<file path="config.mk">
export PLATFORM = sky130hd
export DESIGN_NAME = axc_abs_diff_wce_sweeper_flat
export DESIGN_NICKNAME = d
export VERILOG_FILES = /design/src/rtl/axc_abs_diff_wce_sweeper_pkg.sv /design/src/rtl/axc_abs_diff_wce_sweeper_if.sv /design/src/rtl/axc_abs_diff_wce_sweeper_exact.sv /design/src/rtl/axc_abs_diff_wce_sweeper.sv /design/src/flat_wrapper.sv
export SDC_FILE = /design/constraint.sdc
export NUM_CORES = 1
export LEC_CHECK = 0
export CORE_ASPECT_RATIO = 1.5
export CORE_MARGIN = 4
export CORE_UTILIZATION = 49
export DETAILED_ROUTE_END_ITERATION = 8
export PLACE_DENSITY_LB_ADDON = 0.25
export SETUP_SLACK_MARGIN = 0.02
export SYNTH_ARGS = -nofsm -noshare
export SYNTH_HDL_FRONTEND = slang
export SYNTH_SLANG_ARGS = --single-unit
</file>
<file path="constraint.sdc">
create_clock -name clk -period 3.1 [get_ports clk]
set_clock_uncertainty 0.1 [all_clocks]
set_input_delay 0.465 -clock clk [delete_from_list [all_inputs] [get_ports clk]]
set_output_delay 0.465 -clock clk [all_outputs]
set_load 0.01 [all_outputs]
</file>
<file path="src/rtl/axc_abs_diff_wce_sweeper_pkg.sv">
// Shared types and width helpers for the approximate |a-b| error sweeper.
// Widths are derived from the operand and result widths so that nothing can overflow on a full sweep.
package axc_sweep_pkg;

    typedef enum logic [1:0] {
        ST_IDLE,
        ST_SWEEP,
        ST_DRAIN,
        ST_DONE
    } sweep_state_e;

    function automatic int vec_w(input int in_w);
        return 2 * in_w;
    endfunction

    function automatic int sum_w(input int in_w, input int out_w);
        return 2 * in_w + out_w;
    endfunction

    function automatic int cnt_w(input int in_w);
        return 2 * in_w + 1;
    endfunction

endpackage

</file>
<file path="src/rtl/axc_abs_diff_wce_sweeper_if.sv">
// Control, unit-under-test and statistics bundle of the sweeper.
// The sweeper is the slave; the characterisation host is the master.
interface axc_abs_diff_wce_sweeper_if
    import axc_sweep_pkg::*;
#(
    parameter int IN_W  = 4,
    parameter int OUT_W = 4
);
    logic                           start;
    logic                           abort;
    logic [vec_w(IN_W)-1:0]         dut_pi;
    logic [OUT_W-1:0]               dut_po;
    logic                           busy;
    logic                           done;
    logic                           aborted;
    logic [OUT_W-1:0]               max_err;
    logic [sum_w(IN_W, OUT_W)-1:0]  err_sum;
    logic [cnt_w(IN_W)-1:0]         viol_cnt;
    logic [vec_w(IN_W)-1:0]         first_viol_vec;
    logic                           first_viol_valid;

    modport slave (
        input  start, abort, dut_po,
        output dut_pi, busy, done, aborted, max_err, err_sum, viol_cnt,
               first_viol_vec, first_viol_valid
    );

    modport master (
        output start, abort, dut_po,
        input  dut_pi, busy, done, aborted, max_err, err_sum, viol_cnt,
               first_viol_vec, first_viol_valid
    );
endinterface

</file>
<file path="src/rtl/axc_abs_diff_wce_sweeper_exact.sv">
// Combinational golden |a-b| for a packed {a, b} vector.
// Kept as its own module so it can also serve as a reference unit on the bench.
module axc_abs_diff_exact
    import axc_sweep_pkg::*;
#(
    parameter int IN_W = 4
) (
    input  logic [vec_w(IN_W)-1:0] vec,
    output logic [IN_W-1:0]        abs_diff
);
    logic [IN_W-1:0] a;
    logic [IN_W-1:0] b;

    assign a        = vec[2*IN_W-1:IN_W];
    assign b        = vec[IN_W-1:0];
    assign abs_diff = (a >= b) ? (a - b) : (b - a);
endmodule

</file>
<file path="src/rtl/axc_abs_diff_wce_sweeper.sv">
// Sweeps every input vector 0..LAST_VEC through an approximate |a-b| unit and
// accumulates worst-case error, error sum, bound violations and first violating vector.
module axc_abs_diff_wce_sweeper
    import axc_sweep_pkg::*;
#(
    parameter int IN_W     = 4,
    parameter int OUT_W    = 4,
    parameter int WC_BOUND = 4,
    parameter int LAST_VEC = 2**(2*IN_W) - 1
) (
    input  logic                 clk,
    input  logic                 rst_n,
    axc_abs_diff_wce_sweeper_if.slave sw
);
    localparam int VEC_W = vec_w(IN_W);
    localparam int SUM_W = sum_w(IN_W, OUT_W);
    localparam int CNT_W = cnt_w(IN_W);
    localparam logic [VEC_W-1:0] LAST  = VEC_W'(LAST_VEC);
    localparam logic [OUT_W-1:0] BOUND = OUT_W'(WC_BOUND);

    function automatic logic [OUT_W-1:0] abs_err(input logic [IN_W-1:0]  exact_val,
                                                 input logic [OUT_W-1:0] approx_val);
        logic signed [OUT_W:0] diff;
        diff = $signed({1'b0, OUT_W'(exact_val)}) - $signed({1'b0, approx_val});
        return (diff < 0) ? OUT_W'(-diff) : OUT_W'(diff);
    endfunction

    sweep_state_e state_q, state_d;
    logic             accept, kill, advance;
    logic [VEC_W-1:0] dut_pi_q;
    logic [IN_W-1:0]  exact;
    logic             vld_p1;
    logic [VEC_W-1:0] vec_p1;
    logic [IN_W-1:0]  exact_p1;
    logic [OUT_W-1:0] po_p1;
    logic [OUT_W-1:0] err_p2;
    logic [OUT_W-1:0] max_err_q;
    logic [SUM_W-1:0] err_sum_q;
    logic [CNT_W-1:0] viol_cnt_q;
    logic [VEC_W-1:0] first_vec_q;
    logic             first_vld_q;
    logic             aborted_q;

    axc_abs_diff_exact #(.IN_W(IN_W)) u_exact (
        .vec      (dut_pi_q),
        .abs_diff (exact)
    );

    always_ff @(posedge clk or negedge rst_n) begin
        if (!rst_n) state_q <= ST_IDLE;
        else        state_q <= state_d;
    end

    always_comb begin
        state_d = state_q;
        accept  = 1'b0;
        kill    = 1'b0;
        advance = 1'b0;
        unique case (state_q)
            ST_IDLE: begin
                accept = sw.start && !sw.abort;
                if (accept) state_d = ST_SWEEP;
            end
            ST_SWEEP: begin
                kill    = sw.abort;
                advance = !sw.abort;
                if (sw.abort)              state_d = ST_IDLE;
                else if (dut_pi_q == LAST) state_d = ST_DRAIN;
            end
            ST_DRAIN: begin
                kill    = sw.abort;
                state_d = sw.abort ? ST_IDLE : ST_DONE;
            end
            ST_DONE:  state_d = ST_IDLE;
            default:  state_d = ST_IDLE;
        endcase
    end

    // Stage 1: vector generation and capture of {vector, exact, approx}
    always_ff @(posedge clk or negedge rst_n) begin
        if (!rst_n) begin
            dut_pi_q <= '0;
            vld_p1   <= 1'b0;
        end else begin
            vld_p1 <= advance;
            if (accept)                        dut_pi_q <= '0;
            else if (advance && dut_pi_q != LAST) dut_pi_q <= dut_pi_q + VEC_W'(1);
        end
    end

    always_ff @(posedge clk) begin
        if (advance) begin
            vec_p1   <= dut_pi_q;
            exact_p1 <= exact;
            po_p1    <= sw.dut_po;
        end
    end

    assign err_p2 = abs_err(exact_p1, po_p1);

    // Stage 2: statistics accumulation; an abort discards the in-flight vector
    always_ff @(posedge clk or negedge rst_n) begin
        if (!rst_n) begin
            max_err_q   <= '0;
            err_sum_q   <= '0;
            viol_cnt_q  <= '0;
            first_vec_q <= '0;
            first_vld_q <= 1'b0;
            aborted_q   <= 1'b0;
        end else if (accept) begin
            max_err_q   <= '0;
            err_sum_q   <= '0;
            viol_cnt_q  <= '0;
            first_vec_q <= '0;
            first_vld_q <= 1'b0;
            aborted_q   <= 1'b0;
        end else begin
            if (kill) aborted_q <= 1'b1;
            if (vld_p1 && !kill) begin
                if (err_p2 > max_err_q) max_err_q <= err_p2;
                err_sum_q <= err_sum_q + SUM_W'(err_p2);
                if (err_p2 > BOUND) begin
                    viol_cnt_q <= viol_cnt_q + CNT_W'(1);
                    if (!first_vld_q) begin
                        first_vec_q <= vec_p1;
                        first_vld_q <= 1'b1;
                    end
                end
            end
        end
    end

    assign sw.dut_pi           = dut_pi_q;
    assign sw.busy             = (state_q == ST_SWEEP) || (state_q == ST_DRAIN);
    assign sw.done             = (state_q == ST_DONE);
    assign sw.aborted          = aborted_q;
    assign sw.max_err          = max_err_q;
    assign sw.err_sum          = err_sum_q;
    assign sw.viol_cnt         = viol_cnt_q;
    assign sw.first_viol_vec   = first_vec_q;
    assign sw.first_viol_valid = first_vld_q;
endmodule

</file>
<file path="src/flat_wrapper.sv">
// flat-port wrapper written by rule: the top's interface ports become plain ports
module axc_abs_diff_wce_sweeper_flat import axc_sweep_pkg::*;
#(
    parameter int IN_W     = 4,
    parameter int OUT_W    = 4,
    parameter int WC_BOUND = 4,
    parameter int LAST_VEC = 2**(2*IN_W) - 1
)
  (clk, rst_n, sw_start, sw_abort, sw_dut_po, sw_dut_pi, sw_busy, sw_done, sw_aborted, sw_max_err, sw_err_sum, sw_viol_cnt, sw_first_viol_vec, sw_first_viol_valid);
  axc_abs_diff_wce_sweeper_if #(.IN_W(IN_W), .OUT_W(OUT_W)) sw_i ();
  input  logic clk;
  input  logic rst_n;
  input wire logic [$bits(sw_i.start)-1:0] sw_start;
  input wire logic [$bits(sw_i.abort)-1:0] sw_abort;
  input wire logic [$bits(sw_i.dut_po)-1:0] sw_dut_po;
  output wire logic [$bits(sw_i.dut_pi)-1:0] sw_dut_pi;
  output wire logic [$bits(sw_i.busy)-1:0] sw_busy;
  output wire logic [$bits(sw_i.done)-1:0] sw_done;
  output wire logic [$bits(sw_i.aborted)-1:0] sw_aborted;
  output wire logic [$bits(sw_i.max_err)-1:0] sw_max_err;
  output wire logic [$bits(sw_i.err_sum)-1:0] sw_err_sum;
  output wire logic [$bits(sw_i.viol_cnt)-1:0] sw_viol_cnt;
  output wire logic [$bits(sw_i.first_viol_vec)-1:0] sw_first_viol_vec;
  output wire logic [$bits(sw_i.first_viol_valid)-1:0] sw_first_viol_valid;
  assign sw_i.start = sw_start;
  assign sw_i.abort = sw_abort;
  assign sw_i.dut_po = sw_dut_po;
  assign sw_dut_pi = sw_i.dut_pi;
  assign sw_busy = sw_i.busy;
  assign sw_done = sw_i.done;
  assign sw_aborted = sw_i.aborted;
  assign sw_max_err = sw_i.max_err;
  assign sw_err_sum = sw_i.err_sum;
  assign sw_viol_cnt = sw_i.viol_cnt;
  assign sw_first_viol_vec = sw_i.first_viol_vec;
  assign sw_first_viol_valid = sw_i.first_viol_valid;
  axc_abs_diff_wce_sweeper #(.IN_W(IN_W), .OUT_W(OUT_W), .WC_BOUND(WC_BOUND), .LAST_VEC(LAST_VEC)) u_core (.clk(clk), .rst_n(rst_n), .sw(sw_i));
endmodule
</file>
==> flow_summary.toml <==
[cells_and_area]
drive_gt1_share_pct = 21.7
syn_to_final_growth_pct = 34.4
antennaDiodeCount = 0
stdcell_count = 473
fin_nets = 431

[setup_path]
worst_setup_path_start_kind = "flop"
cp_max_fo = 6
end_kind = "flop"
slowest_delay_ns = 0.55
crit_chain = "inv_1, ha_2, inv_2, fa_2, inv_4, ha_4, a211o_1, nand2_2, nand2_4, ha_4, a21o_1, a21oi_4, nor4b_4, xnor2_1, nor2_1"
crit_top_cell = "ha_4"
path_class = "reg2reg"
r2r_start = "u_core.exact_p1[0]"
arrival_ns = 3.28
crit_slowest_cell = "fa_2"
critPathRequiredTime_ns = 3.22
crit_path_start = "u_core.exact_p1[0]"

[synthesis]
synth_top_area_share_pct = 33.9
seq_area_frac_synth_pct = 48.0
synth_edf_count = 16
ys.flop_type = "dfrtp_1"
synth_cell_type_count = 47
syn_area_per_cell_sq_um = 10.8
synth.cells.most_frequent = "46 x dfrtp_1, 35 x nor2_1, 30 x inv_1, 27 x ha_1, 24 x a21oi_1"
ys_ff_latch = 62
syn_area_sq_um = 3400
synth_most_common_cell = "dfrtp_1"
synth.area.top_cells = "dfrtp_1 34%, edfxtp_1 14%, ha_1 9.9%"
yosysTopAreaCell = "dfrtp_1"
async_flop_share_pct = 74.2
syn_inst = 316
yosys_warnings = 0
synth_nets = 355

[placement]
portBuffers = 52
dp_hpwl_microns = 5170
place_inst = 449
place_congestion = 0.851

[sta]
max_freq_ghz = 0.316
grt_setup_unrepaired = "yes"
tns_ns = -0.231
hold_viol = 0
slew_headroom_pct = 29.1
fin_crit_sh_pct = 102
worst_pin_slew_ns = 1.06
fin_ws_ns = -0.0605
setup_violations = 8
fin_crit_ns = 3.16
slew_viol_final = 0

[clock_tree]
path_clk_slew_ns = 0.08
cts_hold_buffers = 0
clock_sinks = 62
cts_tree = "yes"
cts-root-buf = "clkbuf_8"
clk_latency_ns = 0.34
cts_made_buffers = 9
cts_buffer_depth = 2
cts_htree_levels = 3

[global_route]
antenna_found_initial = 0
grt_util_all_layers_pct = 18.9
grt_pass1_vias = 2687
gr-total-overflow = 0
grt_max_degree = 47
grt_pass1_wl_microns = 12700

[floorplanning]
row_count = 36
die_width_microns = 76.0
core_area_sq_um = 6620
start_util_pct = 51.3
fp.dieArea_sq_um = 8360
die_h_microns = 110
ios = 53

[pwr]
comb_power_share_pct = 56.6
p_leak_uw = 0.00203
powerDensity_nw_per_um2 = 926
peakVddDrop_mv = 0.692
p_clk_share_pct = 14.9
internal-power_uw = 2540
netSwitchingPower_uw = 1690
p_sw_share_pct = 39.9
pwr-share-seq_pct = 28.4

[detailed_routing]
vias = 2586
via_per_inst = 5.47
drtIter0Drc = 91
drc = 0
ant_nets = 0
wirelength_microns = 7670
firstDrtPassIters = 4
avgRoutedWirePerCell_microns = 16.2

[outcome]
status = "complete, but fails checks"
violations = "negative setup slack"

[flow_run]
drv_cap = 0

[hold_path]
hp-class = "in2async"
[cell usage in the layout (no fill, tap or decap), types with 8 or more instances in the layout]
cell	netlist	final
dfrtp_1	46	46
ha_1	27	18
nand2_1	17	15
edfxtp_1	16	16
a21oi_1	24	16
ha_4	0	8
clkdlybuf4s50_1	0	51
mux2i_1	14	14
buf_4	0	18
nor2_1	35	35
xnor2_1	13	13
clkbuf_8	0	9
inv_1	30	27
[cell type report]
class                      count  area [sq um]
multi-input combinational    216          1870
tap                           76          95.1
inverter                      30           115
timing repair buffer          73           684
sequential                    62          1630
clock inverter                 7          45.0
fill                         514          2060
clock buffer                   9           124
[critical path, delay by kind of cell, from the launching register on]
kind                       cells  cell delay (ns)
DFF                            1             0.36
and+or+nand+nor                4             0.54
AOI/OAI and AO/OA              3             0.56
buffers and inverters          3             0.16
xor gates and xnor gates       1             0.16
adders and majority gates      4             1.17
[registers in the layout, summed over array words and instances (netlist names)]
register and flops:
u_core.sw.err_sum 12, u_core.sw.aborted 1, u_core.vld_p1 1, u_core.state_q 2, u_core.po_p1 4, u_core.sw.first_viol_valid 1, u_core.sw.first_viol_vec 8, u_core.sw.max_err 4
u_core.exact_p1 4, u_core.sw.dut_pi 8, u_core.vec_p1 8, u_core.sw.viol_cnt 9
[power by group through the flow]
stage	logic [uW]	clock network, uW	registers [uW]
floorplan	1170	0	1240
global placement	1810	0	1210
detailed placement	1870	0	1210
CTS	2180	646	1200
global route	2630	678	1230
finish	2400	631	1200
[path summary, 6_finish.rpt]
path | endpoint | slack (ns) | depth (start not counted)
max | u_core.sw.err_sum[11] | -0.06 | 15
min | u_core.sw.dut_pi[1] | 0.22 | 1
max reg2reg | u_core.sw.err_sum[11] | -0.06 | 15
min reg2reg | u_core.sw.first_viol_vec[2] | 0.39 | 2
max in group asynchronous | u_core.sw.dut_pi[7] | 2.03 | 1
min in group clk | u_core.sw.first_viol_vec[2] | 0.39 | 2
[what timing repair did]
action	in CTS	in global routing
setup buffers	4	6
resized for setup	28	19
pin swaps	18	22
setup endpoints to repair	12	20
[stage by stage]
step	instance area [sq um]	hold slack (ns)	util [%]	power, uW	setup WS (ns)
6_report	4570	0.218	69.0	4230	-0.0605
5_1_grt	4570	0.296	69.0	4540	-0.256
4_1_cts	4430	0.249	66.9	4030	-0.0758
3_5_place_dp	4070	0.386	61.5	3080	-0.187
3_3_place_gp	4070	0.366	61.5	3020	-0.0810
2_1_floorplan	3410	0.0694	-	2410	0.0268
[cells by family after synthesis]
family | after synthesis | synth area share (%)
fa+ha+maj | 31 | 12.3
compound gates | 64 | 13.1
simple gates | 89 | 13.1
xor+xnor | 18 | 4.64
buf+inv | 38 | 4.64
mux | 14 | 4.13
flops | 62 | 48.0
[metal layers]
layer	wire, microns	global-route usage (%)
met5	0	0
met4	130	7.89
met3	296	4.15
met2	4070	33.1
met1	3170	22.4
Power figures use the tool's default switching activity.
